File: src/rtl/tmds_decoder.sv
// -----------------------------------------------------------------------------
// tmds_decoder
//
// Recovers 10-bit word alignment from a raw deserialized TMDS stream and
// decodes it. A 20-bit window {current raw word, previous raw word} is sliced
// at bit_offset. An alignment FSM (SEARCH -> VERIFY -> LOCKED) hunts for
// control tokens to find the correct offset. While locked, data words are
// decoded to pixel bytes and control tokens update hsync/vsync.
//
// Parameters:
//   SEARCH_WIN  cycles without a token before SEARCH tries the next offset
//   TOKEN_LOCK  consecutive tokens in VERIFY needed to declare lock
//   LOSS_WIN    cycles without a token in LOCKED before lock is dropped
//
// Ports:
//   clk_in        pixel clock, one raw word per rising edge
//   sys_rst       synchronous active-high reset
//   data_in       raw 10-bit word, arbitrary bit alignment
//   data_out      decoded pixel byte (0 when not a locked data word)
//   rgb_valid     high when data_out carries a decoded video word
//   hsync, vsync  C0 / C1 of the most recent control token while locked
//   locked        high while the FSM is in LOCKED
//   bit_offset    current alignment offset, 0..9
//   lock_loss_cnt saturating count of LOCKED->SEARCH transitions
//                 (present only when LOCK_LOSS_CNT_EN is defined)
//
// Optional feature macro: LOCK_LOSS_CNT_EN
// -----------------------------------------------------------------------------
module tmds_decoder #(
    parameter int SEARCH_WIN = 1024,
    parameter int TOKEN_LOCK = 8,
    parameter int LOSS_WIN   = 4096
) (
    input  logic        clk_in,
    input  logic        sys_rst,
    input  logic [9:0]  data_in,
    output logic [7:0]  data_out,
    output logic        rgb_valid,
    output logic        hsync,
    output logic        vsync,
    output logic        locked,
    output logic [3:0]  bit_offset
`ifdef LOCK_LOSS_CNT_EN
    ,
    output logic [15:0] lock_loss_cnt
`endif
);

    localparam int SW = (SEARCH_WIN > 1) ? $clog2(SEARCH_WIN) : 1;
    localparam int LW = (LOSS_WIN > 1) ? $clog2(LOSS_WIN) : 1;
    localparam int TW = $clog2(TOKEN_LOCK + 1);

    localparam logic [SW-1:0] SEARCH_LAST = SW'(SEARCH_WIN - 1);
    localparam logic [LW-1:0] LOSS_LAST   = LW'(LOSS_WIN - 1);
    localparam logic [TW-1:0] TOKEN_LAST  = TW'(TOKEN_LOCK - 1);

    typedef enum logic [1:0] {
        SEARCH = 2'd0,
        VERIFY = 2'd1,
        LOCKED = 2'd2
    } state_t;

    state_t        state, state_next;
    logic [SW-1:0] search_cnt, search_next;
    logic [TW-1:0] verify_cnt, verify_next;
    logic [LW-1:0] loss_cnt, loss_next;
    logic [3:0]    offset_next;

    logic [9:0]    prev;
    logic [9:0]    aligned;
    logic [9:0]    aligned_next;
    logic          is_token;
    logic [1:0]    ctl;
    logic [7:0]    d;
    logic [7:0]    decoded;

    logic [7:0]    data_next;
    logic          valid_next;
    logic          hs_next;
    logic          vs_next;

    // ------------------------------------------------------------------
    // Stage 1: alignment. The shift keeps the slice in range for any
    // offset and only the low 10 bits are taken.
    // ------------------------------------------------------------------
    assign aligned_next = 10'({data_in, prev} >> bit_offset);

    // NOTE: sequential state uses non-blocking assignments so every register
    // samples pre-edge values regardless of block ordering.
    // NOTE: the aligned word is reset along with prev so nothing captured
    // before or during reset can reach the outputs after release.
    always_ff @(posedge clk_in) begin
        if (sys_rst) begin
            prev    <= '0;
            aligned <= '0;
        end else begin
            prev    <= data_in;
            aligned <= aligned_next;
        end
    end

    // ------------------------------------------------------------------
    // Classification and data decode of the aligned word
    // ------------------------------------------------------------------
    // NOTE: every signal written in a combinational block gets a default
    // first, so no path leaves it unassigned and no latch is inferred.
    always_comb begin
        is_token = 1'b1;
        ctl      = 2'b00;
        case (aligned)
            10'b1101010100: ctl = 2'b00;
            10'b0010101011: ctl = 2'b01;
            10'b0101010100: ctl = 2'b10;
            10'b1010101011: ctl = 2'b11;
            default:        is_token = 1'b0;
        endcase
    end

    always_comb begin
        d          = aligned[9] ? ~aligned[7:0] : aligned[7:0];
        decoded    = '0;
        decoded[0] = d[0];
        for (int i = 1; i < 8; i++) begin
            decoded[i] = aligned[8] ? (d[i] ^ d[i-1]) : ~(d[i] ^ d[i-1]);
        end
    end

    // ------------------------------------------------------------------
    // FSM process 1: state register (with its counters and the offset)
    // ------------------------------------------------------------------
    always_ff @(posedge clk_in) begin
        if (sys_rst) begin
            state      <= SEARCH;
            search_cnt <= '0;
            verify_cnt <= '0;
            loss_cnt   <= '0;
            bit_offset <= '0;
        end else begin
            state      <= state_next;
            search_cnt <= search_next;
            verify_cnt <= verify_next;
            loss_cnt   <= loss_next;
            bit_offset <= offset_next;
        end
    end

    // ------------------------------------------------------------------
    // FSM process 2: next state
    // ------------------------------------------------------------------
    always_comb begin
        state_next  = state;
        search_next = search_cnt;
        verify_next = verify_cnt;
        loss_next   = loss_cnt;
        offset_next = bit_offset;
        case (state)
            SEARCH: begin
                if (is_token) begin
                    state_next  = (TOKEN_LOCK <= 1) ? LOCKED : VERIFY;
                    verify_next = TW'(1);
                    loss_next   = '0;
                end else if (search_cnt == SEARCH_LAST) begin
                    search_next = '0;
                    offset_next = (bit_offset == 4'd9) ? 4'd0 : bit_offset + 4'd1;
                end else begin
                    search_next = search_cnt + 1'b1;
                end
            end
            VERIFY: begin
                if (is_token) begin
                    verify_next = verify_cnt + 1'b1;
                    if (verify_cnt == TOKEN_LAST) begin
                        state_next = LOCKED;
                        loss_next  = '0;
                    end
                end else begin
                    state_next  = SEARCH;
                    search_next = '0;
                end
            end
            LOCKED: begin
                // A token on the same cycle as loss expiry keeps the lock.
                if (is_token) begin
                    loss_next = '0;
                end else if (loss_cnt == LOSS_LAST) begin
                    state_next  = SEARCH;
                    search_next = '0;
                end else begin
                    loss_next = loss_cnt + 1'b1;
                end
            end
            default: state_next = SEARCH;
        endcase
    end

    // ------------------------------------------------------------------
    // FSM process 3: outputs. They are qualified by the state being
    // entered so the registered outputs always agree with 'locked'.
    // ------------------------------------------------------------------
    always_comb begin
        data_next  = '0;
        valid_next = 1'b0;
        hs_next    = 1'b0;
        vs_next    = 1'b0;
        if (state_next == LOCKED) begin
            if (is_token) begin
                hs_next = ctl[0];
                vs_next = ctl[1];
            end else begin
                data_next  = decoded;
                valid_next = 1'b1;
                hs_next    = hsync;
                vs_next    = vsync;
            end
        end
    end

    always_ff @(posedge clk_in) begin
        if (sys_rst) begin
            data_out  <= '0;
            rgb_valid <= 1'b0;
            hsync     <= 1'b0;
            vsync     <= 1'b0;
        end else begin
            data_out  <= data_next;
            rgb_valid <= valid_next;
            hsync     <= hs_next;
            vsync     <= vs_next;
        end
    end

    assign locked = (state == LOCKED);

`ifdef LOCK_LOSS_CNT_EN
    always_ff @(posedge clk_in) begin
        if (sys_rst) begin
            lock_loss_cnt <= '0;
        end else if (state == LOCKED && state_next == SEARCH &&
                     lock_loss_cnt != 16'hFFFF) begin
            lock_loss_cnt <= lock_loss_cnt + 16'd1;
        end
    end
`endif

endmodule

File: config.mk
export PLATFORM = sky130hd
export DESIGN_NAME = tmds_decoder
export DESIGN_NICKNAME = d
export VERILOG_FILES = /design/src/rtl/tmds_decoder.sv
export SDC_FILE = /design/constraint.sdc
export NUM_CORES = 1
export LEC_CHECK = 0
export BUFFER_PORTS_ARGS = -buffer_cell sky130_fd_sc_hd__buf_2
export CAP_MARGIN = 0
export CORE_MARGIN = 2
export CORE_UTILIZATION = 55
export DETAILED_ROUTE_END_ITERATION = 12
export HOLD_SLACK_MARGIN = 0.05
export PLACE_DENSITY_LB_ADDON = 0.12
export REMOVE_ABC_BUFFERS = 1
export SYNTH_ARGS = -nofsm -noshare
export SYNTH_HDL_FRONTEND = slang
export SYNTH_SLANG_ARGS = --single-unit
File: constraint.sdc
create_clock -name clk_in -period 2.7 [get_ports clk_in]
set_clock_uncertainty 0.05 [all_clocks]
set_input_delay 0.27 -clock clk_in [delete_from_list [all_inputs] [get_ports clk_in]]
set_output_delay 0.27 -clock clk_in [all_outputs]
set_load 0.05 [all_outputs]
==> impl_metrics.yaml <==
run_status:
  status: "complete, no violations"
detailed_routing:
  drt_pass1_iterations: 4
  avgViaCountPerCell: 5.886
  drc: 0
  drtIter0Drc: 170
  postRouteAntennaNets: 0
  num_vias: 2937
  wire_per_inst_um: 14.53
  wirelength_um: 7252
clocking:
  cts_setup_buffers: 0
  cts.sinks: 63
  clk_pin_slew_ns: 0.07
  numCtsBuffers: 9
  cts_buffer_depth: 2
  cts_max_level: 3
  post_cts_resized: 0
  cts_tree: "yes"
  clock_latency_ns: 0.34
  hold_buffers: 0
  cts_root_buffer: "clkbuf_8"
place:
  gp_congestion: 0.9120
  dp_hpwl_um: 5258
  placed_cell_area_sq_um: 3646
  numPortBuffers: 27
yosys:
  synth_area_leaders: "dfxtp_1 (37%), mux2i_1 (7.3%), a21oi_1 (4.5%)"
  ys_async_sr_fraction_pct: 0
  yosys.area_share.adder_pct: 3.280
  synthesis.area_sq_um: 3433
  ys_seq_area_share_pct: 36.73
  yosysTopAreaCell: "dfxtp_1"
  synth_top_family_by_area: "simple AND/OR/NAND/NOR gates"
  synth_xor_xnor_area_share_pct: 5.102
  synth_edf_count: 0
  synth_cell_types: 57
  synth_seq_cells: 63
  yosysWarnings: 0
  synthTopCellsByCount: "dfxtp_1 (63), nor2_1 (37), a21oi_1 (31)"
  syn_avg_cell_area_sq_um: 8.781
  synth_most_common_cell: "dfxtp_1"
  synth_compound_area_share_pct: 17.42
  synth_ff_type: "dfxtp_1"
  postSynthCellCount: 391
  yosys-mux-area-fraction_pct: 9.913
  synthDominantCellAreaShare_pct: 36.73
  synth-simple-area-share_pct: 23.58
critical_path:
  reg2reg_to: "search_cnt[8]$_SDFFE_PP0P_"
  rrSetupSlack_ns: 0.27
  worstSetupStartpoint: "loss_cnt[0]$_SDFFE_PP0P_"
  ff2ff_path_depth: 8
  worst_ep_arrival_time_ns: 2.65
  r2r_start: "loss_cnt[0]$_SDFFE_PP0P_"
  path_class: "flip-flop to flip-flop"
  endpoint: "search_cnt[8]$_SDFFE_PP0P_"
  crit_required_ns: 2.92
  critPathMaxFanout: 21
  end_kind: "flip-flop"
  startpoint_type: "flip-flop"
floorplan:
  die_h_um: 83.01
  die_w_um: 83.01
  io_pins: 28
  start_util_pct: 57.31
  die_area_sq_um: 6891
  num_rows: 28
  placeableCoreArea_sq_um: 5991
power_and_ir_drop:
  p_clk_share_pct: 46.9
  irDropWorstVdd_mv: 0.3042
  power_density_nw_per_um2: 522.6
  pwr-share-seq_pct: 47.4
  switching_share_pct: 22.23
  internal-power_uw: 1576
  combPwrFrac_pct: 5.6
  p_switching_uw: 450.6
  p_leak_uw: 0.001480
cells_and_area:
  final_core_util_pct: 64.75
  fill_cells: 509
  stdcell_area_sq_um: 3879
  antennaDiodeCount: 0
  drive_gt1_share_pct: 17.22
  final_nets: 440
  syn_to_final_growth_pct: 12.97
sta:
  hold_viol: 0
  rsz0062_at_grt: "false"
  tightest_slew_ns: 0.6875
  max_slew_margin_pct: 54.11
  tns_ns: 0
  period_share_pct: 90.17
  setup_violations: 0
  whs_ns: 0.1144
  fmaxAchievable_ghz: 0.4107
  maxSlewViolCount: 0
  min_period_ns: 2.435
global_route:
  grt_pass1_vias: 2809
  antenna_found_initial: 0
  grt_first_pass_wirelength_um: 12660
  track_usage_pct: 22.03
  grt_overflow: 0
  grt_start_max_net_pins: 24
worst_hold_path:
  hold_class: "input pin to flip-flop"
flow_run:
  maxCapViolCount: 0
-- worst max-delay path, stage by stage, from the launching register on --
cell and delay (ns):
dfxtp_1 0.41, ha_1 0.20, and4_1 0.27, nand4_1 0.24, nor3_4 0.23, a22oi_2 0.10, buf_4 0.21, or4b_1 0.51
a21oi_1 0.14
-- per-stage QoR --
| stage | total power [uW] | instances | worst slack (ns) |
|---|---|---|---|
| floorplan | 1055 | 370 | 0.1391 |
| global placement | 1095 | 483 | 0.3500 |
| detailed placement | 1097 | 483 | 0.2787 |
| CTS | 2048 | 499 | 0.2212 |
| global route | 2104 | 499 | 0.01864 |
| finish | 2027 | 499 | 0.2653 |
-- worst min-delay path by stage --
stage / startpoint / end / slack (ns) / depth (start not counted)
2_1_floorplan: sys_rst / bit_offset[3]$_SDFFE_PP0P_ / 0.29 / 1
3_3_place_gp: search_cnt[9]$_SDFFE_PP0P_ / search_cnt[9]$_SDFFE_PP0P_ / 0.41 / 2
3_5_place_dp: search_cnt[1]$_SDFFE_PP0P_ / search_cnt[1]$_SDFFE_PP0P_ / 0.42 / 2
4_1_cts: data_in[3] / prev[3]$_SDFF_PP0_ / 0.11 / 2
5_1_grt: data_in[2] / prev[2]$_SDFF_PP0_ / 0.12 / 2
6_report: data_in[3] / prev[3]$_SDFF_PP0_ / 0.11 / 2
-- sequential cells by signal (all words and copies together), names as in the netlist --
name	count
aligned	10
bit_offset	4
data_out	8
hsync	1
loss_cnt	12
prev	10
rgb_valid	1
search_cnt	10
state	2
verify_cnt	4
vsync	1
-- layout by cell type (no fill, tap or decap), drive strengths merged, types with 2 or more instances in the layout --
| cell | synthesis | final |
|---|---|---|
| or4b | 3 | 3 |
| nor4b | 4 | 4 |
| and2 | 3 | 3 |
| a21oi | 31 | 31 |
| nand2 | 24 | 24 |
| bufinv | 0 | 2 |
| mux2i | 25 | 25 |
| mux2 | 4 | 4 |
| inv | 10 | 11 |
| or4 | 4 | 4 |
| clkbuf | 14 | 12 |
| o2111ai | 3 | 3 |
| ha | 9 | 9 |
| and4 | 4 | 4 |
| xor2 | 10 | 10 |
| nor3b | 5 | 5 |
| xnor2 | 10 | 10 |
| and3 | 3 | 3 |
| a211oi | 13 | 13 |
| buf | 7 | 38 |
| nand4 | 8 | 8 |
| a211o | 2 | 2 |
| or3 | 5 | 5 |
| nand3 | 8 | 8 |
| or2 | 3 | 3 |
| mux4 | 2 | 2 |
| dfxtp | 63 | 63 |
| o21a | 2 | 2 |
| nor2 | 37 | 37 |
| o211ai | 3 | 3 |
| o21ai | 24 | 24 |
| nor3 | 10 | 10 |
| nor2b | 20 | 20 |
-- area by class of cell --
cell class	count	area (sq um)	area share, %
clock buffer	12	155.1	4.000
timing repair buffer	38	217.7	5.613
sequential	63	1261	32.52
clock inverter	4	76.32	1.968
inverter	10	37.54	0.9677
tap	75	93.84	2.419
multi-input combinational	297	2037	52.52
-- per-layer routing --
metal  part of all wire (%)  GRT usage [%]  wire (um)  up-vias
met3                    3.1          3.777        222       16
met4                    2.2          9.538        157        0
li1                       -              -          -     1476
met1                     47          27.82       3418     1395
met5                      0              0          0        -
met2                     48          36.95       3453       50
-- power groups by stage --
| stage | sequential, uW | combinational, uW | clock [uW] |
|---|---|---|---|
| detailed placement | 982 | 115 | 0 |
| finish | 961 | 114 | 951 |
| global route | 964 | 129 | 1010 |
| floorplan | 979 | 76.0 | 0 |
| CTS | 961 | 115 | 972 |
| global placement | 982 | 114 | 0 |
-- cell families after synthesis --
| kind of cell | count (synthesis) |
|---|---|
| AOI/OAI and AO/OA | 91 |
| xor gates and xnor gates | 20 |
| adders and majority gates | 9 |
| buffers and inverters | 31 |
| DFF | 63 |
| muxes | 31 |
| and+or+nand+nor | 146 |
Note: power is estimated with default switching activity, not from simulation.
